## config.mk

```make
export PLATFORM = sky130hd
export DESIGN_NAME = local_history_predictor
export DESIGN_NICKNAME = d
export VERILOG_FILES = /design/src/rtl/lc3b_types.sv /design/src/rtl/predictor_array.sv /design/src/rtl/local_history_predictor.sv
export SDC_FILE = /design/constraint.sdc
export NUM_CORES = 1
export LEC_CHECK = 0
export BUFFER_PORTS_ARGS = -buffer_cell sky130_fd_sc_hd__buf_2
export CORE_MARGIN = 2
export CORE_UTILIZATION = 30
export DETAILED_ROUTE_END_ITERATION = 10
export PLACE_DENSITY = 0.5
export SKIP_CTS_REPAIR_TIMING = 1
export SYNTH_ARGS = -nofsm -noshare
export SYNTH_HDL_FRONTEND = slang
export SYNTH_HIERARCHICAL = 1
export SYNTH_SLANG_ARGS = --single-unit
export TNS_END_PERCENT = 50
```

## constraint.sdc

```tcl
create_clock -name clk -period 8.1 [get_ports clk]
set_input_delay 0.81 -clock clk [delete_from_list [all_inputs] [get_ports clk]]
set_output_delay 0.81 -clock clk [all_outputs]
set_load 0.02 [all_outputs]
```

## src/rtl/lc3b_types.sv

```systemverilog
// Shared LC-3b types: machine word and local-history-predictor FSM states.
package lc3b_types;

    typedef logic [15:0] lc3b_word;

    typedef enum logic {
        INIT,
        RUN
    } lc3b_lhp_state;

    function automatic int unsigned max_bits(input int unsigned a, input int unsigned b);
        return (a > b) ? a : b;
    endfunction

endpackage

```

## src/rtl/predictor_array.sv

```systemverilog
// Small register-file table: one synchronous write port, two combinational read ports.
module predictor_array #(
    parameter int unsigned width      = 1,
    parameter int unsigned index_bits = 1
) (
    input  logic                  clk,
    input  logic                  write,
    input  logic [index_bits-1:0] index_in,
    input  logic [width-1:0]      datain,
    input  logic [index_bits-1:0] rindex,
    output logic [width-1:0]      rdataout,
    input  logic [index_bits-1:0] windex,
    output logic [width-1:0]      wdataout
);

    logic [width-1:0] data [2**index_bits];

    // Contents are initialised by the owner's sweep, so no reset here.
    always_ff @(posedge clk) begin
        if (write) begin
            data[index_in] <= datain;
        end
    end

    assign rdataout = data[rindex];
    assign wdataout = data[windex];

endmodule

```

## src/rtl/local_history_predictor.sv

```systemverilog
// Two-level local branch predictor: per-PC history (LHT) selects a saturating counter (PHT).
module local_history_predictor
    import lc3b_types::*;
#(
    parameter int unsigned PC_LSB         = 1,
    parameter int unsigned LHT_INDEX_BITS = 6,
    parameter int unsigned HIST_LEN       = 4,
    parameter int unsigned PHT_PC_BITS    = 2,
    parameter int unsigned CTR_WIDTH      = 2
) (
    input  logic        clk,
    input  logic        reset,
    input  logic [15:0] read_pc,
    output logic        prediction,
    output logic        ready,
    input  logic [15:0] write_pc,
    input  logic        taken,
    input  logic        write
);

    localparam int unsigned PHT_INDEX_BITS = PHT_PC_BITS + HIST_LEN;
    localparam int unsigned SWEEP_BITS     = max_bits(LHT_INDEX_BITS, PHT_INDEX_BITS);
    localparam logic [CTR_WIDTH-1:0] CTR_INIT = CTR_WIDTH'((1 << (CTR_WIDTH - 1)) - 1);

    lc3b_lhp_state state, state_next;
    logic [SWEEP_BITS-1:0] cnt, cnt_next;

    logic [LHT_INDEX_BITS-1:0] lht_ridx, lht_widx, lht_idx_in;
    logic [HIST_LEN-1:0]       lht_rdata, lht_wdata, lht_din, hist_next;
    logic                      lht_we;

    logic [PHT_INDEX_BITS-1:0] pht_ridx, pht_widx, pht_idx_in;
    logic [CTR_WIDTH-1:0]      pht_rdata, pht_wdata, pht_din, ctr_next;
    logic                      pht_we;

    logic lht_in_range, pht_in_range;
    logic unused_pc_bits;

    assign unused_pc_bits = ^{read_pc, write_pc};

    assign lht_ridx = read_pc[PC_LSB +: LHT_INDEX_BITS];
    assign lht_widx = write_pc[PC_LSB +: LHT_INDEX_BITS];

    generate
        if (PHT_PC_BITS == 0) begin : g_pht_hist_only
            assign pht_ridx = lht_rdata;
            assign pht_widx = lht_wdata;
        end else begin : g_pht_pc_hist
            assign pht_ridx = {read_pc[PC_LSB +: PHT_PC_BITS], lht_rdata};
            assign pht_widx = {write_pc[PC_LSB +: PHT_PC_BITS], lht_wdata};
        end

        if (HIST_LEN == 1) begin : g_hist_one
            assign hist_next = taken;
        end else begin : g_hist_shift
            assign hist_next = {lht_wdata[HIST_LEN-2:0], taken};
        end
    endgenerate

    always_comb begin
        ctr_next = pht_wdata;
        if (taken && (pht_wdata != '1)) begin
            ctr_next = pht_wdata + CTR_WIDTH'(1);
        end else if (!taken && (pht_wdata != '0)) begin
            ctr_next = pht_wdata - CTR_WIDTH'(1);
        end
    end

    // The sweep covers the larger table; the smaller one only takes the low part of it.
    assign lht_in_range = ((cnt >> LHT_INDEX_BITS) == '0);
    assign pht_in_range = ((cnt >> PHT_INDEX_BITS) == '0);

    always_ff @(posedge clk) begin
        if (reset) begin
            state <= INIT;
            cnt   <= '0;
        end else begin
            state <= state_next;
            cnt   <= cnt_next;
        end
    end

    always_comb begin
        state_next = state;
        cnt_next   = cnt;
        lht_we     = 1'b0;
        lht_idx_in = lht_widx;
        lht_din    = hist_next;
        pht_we     = 1'b0;
        pht_idx_in = pht_widx;
        pht_din    = ctr_next;
        if (!reset) begin
            unique case (state)
                INIT: begin
                    lht_we     = lht_in_range;
                    lht_idx_in = cnt[LHT_INDEX_BITS-1:0];
                    lht_din    = '0;
                    pht_we     = pht_in_range;
                    pht_idx_in = cnt[PHT_INDEX_BITS-1:0];
                    pht_din    = CTR_INIT;
                    cnt_next   = cnt + SWEEP_BITS'(1);
                    if (cnt == '1) begin
                        state_next = RUN;
                    end
                end
                RUN: begin
                    lht_we = write;
                    pht_we = write;
                end
                default: begin
                    state_next = INIT;
                end
            endcase
        end
    end

    predictor_array #(
        .width      (HIST_LEN),
        .index_bits (LHT_INDEX_BITS)
    ) lht (
        .clk      (clk),
        .write    (lht_we),
        .index_in (lht_idx_in),
        .datain   (lht_din),
        .rindex   (lht_ridx),
        .rdataout (lht_rdata),
        .windex   (lht_widx),
        .wdataout (lht_wdata)
    );

    predictor_array #(
        .width      (CTR_WIDTH),
        .index_bits (PHT_INDEX_BITS)
    ) pht (
        .clk      (clk),
        .write    (pht_we),
        .index_in (pht_idx_in),
        .datain   (pht_din),
        .rindex   (pht_ridx),
        .rdataout (pht_rdata),
        .windex   (pht_widx),
        .wdataout (pht_wdata)
    );

    assign ready      = (state == RUN);
    assign prediction = ready & pht_rdata[CTR_WIDTH-1];

endmodule

```

==> flow_summary_export.csv <==
group,metric,value,unit
status,outcome,"completed",
global_route,grt_start_max_net_pins,65,
routing,postRouteAntennaNets,0,
timing,hold_viol_final,0,
setup_path,worst_path_max_delay_cell,"mux4_2",
pwr,combPwrFrac,0.118,
setup_path,critPathMaxStageDelay,0.59,ns
pwr,p_leak,6.540,nW
pwr,p_sw,0.001138,W
routing,first_pass_iters,5,
finish,layout-drive-gt1-share,0.2559,
setup_path,cp-start-kind,"input pin",
placed_design,dp_cells,1922,
setup_path,crit_top_cell,"buf_4",
pwr,peakVddDrop,0.1629,mV
timing,rsz0062_at_grt,"false",
timing,tns,0,ns
cts,clk_path_buf_depth,3,
routing,via_per_inst,5.400,
placed_design,gp_congestion,0.8037,
global_route,grt-ovfl-total,0,
floorplan,pin_count,38,
pwr,p_sw_frac,0.2393,
flow_run,max_cap_violations,0,
floorplan,die_w,254.5,um
setup_path,arrival,6.34,ns
floorplan,start_util,0.3046,
cts,cts_buffers,44,
placed_design,port_buffers,17,
setup_path,cp_top_family,"buffers and inverters",
timing,drv_slew,0,
timing,timing.final.crit_share,0.7460,
cts,clkTransAtPathRegs,0.06,ns
synth,yosys_warnings,6,
finish,finalNonFillerCells,1991,
timing,layout_min_cycle_time,6.043,ns
routing,wirelength,51130,um
routing,drt_iter0_drc,916,
cts,cts_tree,"yes",
floorplan,core,61830,um2
finish,fin_util,0.3420,
timing,setup_viol,0,
setup_path,critPathKind,"input pin to flop",
global_route,antenna_found_initial,3,
finish,final_cell_mix,"edfxtp_1, mux4_2, nor2_1, nand2_1, clkbuf_16",
synth,syn_nets,1157,
synth,syn_inst,1118,
timing,tightest_slew,0.9049,ns
finish,area_growth,12.28,%
placed_design,hpwl,33490,um
synth,synth_area,18830,um2
setup_path,cp_max_fo,44,
cts,root_buffer,"clkbuf_16",
timing,slew_headroom,0.3953,
routing,num_vias,10750,
finish,mostFrequentLayoutCell,"edfxtp_1",
timing,fmax,0.1655,GHz
synth,synth.avg_cell_area,16.84,um2
cts,cts_htree_levels,2,
timing,finClkSkew,0.02960,ns
global_route,track_usage,0.1603,
pwr,power_frac_seq,0.484,
pwr,power_density,225.0,nW/um2
finish,final_nets,1170,
floorplan,die_h,254.5,um
setup_path,path_cells,"buf_4, buf_12, buf_4, mux4_2, o22ai_1, nor2_1, o221ai_1, nand2_1, nor2_1, a22oi_1, and4b_1, a311oi_1, inv_1, ha_1, nor2b_1, a211o_1, a21oi_4, buf_4",
cts,clk_latency,0.58,ns
setup_path,critPathCaptureType,"flop",
global_route,grt_pass1_wl,75100,um
setup_path,critPathBufInv,5,
routing,drc_errors,0,
finish,fillerInstances,5870,
setup_path,critPathRequiredTime,8.40,ns
pwr,clockPowerShare,0.398,
global_route,grt_pass1_vias,11110,
routing,wire_per_inst,25.68,um
worst_hold_path,min_path_type,"flop to flop",
cts,cts.sink_count,391,
floorplan,num_rows,91,
floorplan,dieArea,64790,um2
pwr,p_int,0.003619,W
## per-stage QoR
| stage | power (W) | cell area [um2] | worst slack, ns | hold WS (ns) |
|---|---|---|---|---|
| floorplan | 0.002725 | 18830 | 1.502 | 0.4668 |
| global placement | 0.002907 | 19810 | 1.572 | 0.4896 |
| detailed placement | 0.002915 | 19810 | 1.540 | 0.5151 |
| CTS | 0.004812 | 21140 | 2.122 | 0.5107 |
| global route | 0.004934 | 21140 | 1.737 | 0.5417 |
| finish | 0.004757 | 21140 | 2.057 | 0.5157 |
## metal layers
metal	vias up	track usage	share of wire
met5	-	0	0.00067
li1	4612	-	-
met1	5690	0.2201	0.44
met3	96	0.03276	0.064
met2	348	0.2563	0.47
met4	6	0.04996	0.026
## power by group through the flow
| stage | clock [W] | combinational [W] | sequential [W] |
|---|---|---|---|
| 2_1_floorplan | 0 | 0.000377 | 0.00235 |
| 3_3_place_gp | 0 | 0.000563 | 0.00234 |
| 3_5_place_dp | 0 | 0.000569 | 0.00235 |
| 4_1_cts | 0.00194 | 0.000570 | 0.00230 |
| 5_1_grt | 0.00203 | 0.000603 | 0.00230 |
| 6_report | 0.00189 | 0.000562 | 0.00230 |
## worst min-delay path: stages, from the launching register on
cell and delay [ns]:
dfxtp_1 0.33, o31ai_1 0.07, a21oi_1 0.06
## sequential cells by signal, indices dropped and copies added, names as in the netlist
signal / cells
lht/data: 256
pht/data: 128
cnt: 6
ready: 1
## layout make-up
cell class / instances / area (um2) / share of cell area
antenna: 1 / 2.502 / 0.0001184
clock buffer: 53 / 1177 / 0.05569
clock inverter: 15 / 156.4 / 0.007397
inverter: 6 / 22.52 / 0.001065
multi-input combinational: 640 / 6690 / 0.3164
sequential: 391 / 11670 / 0.5520
tap: 837 / 1047 / 0.04953
timing repair buffer: 48 / 375.4 / 0.01775
## final timing paths
| check | from | to | slack, ns | cells past startpoint |
|---|---|---|---|---|
| worst max register to register | lht/data[59][0] | pht/data[45][1] | 2.88 | 17 |
| worst min-delay path | cnt[5] | cnt[5] | 0.52 | 2 |
| worst max-delay path | write_pc[1] | pht/data[45][1] | 2.06 | 18 |
| worst min register to register | cnt[5] | cnt[5] | 0.52 | 2 |
(Power assumes the default switching activity.)
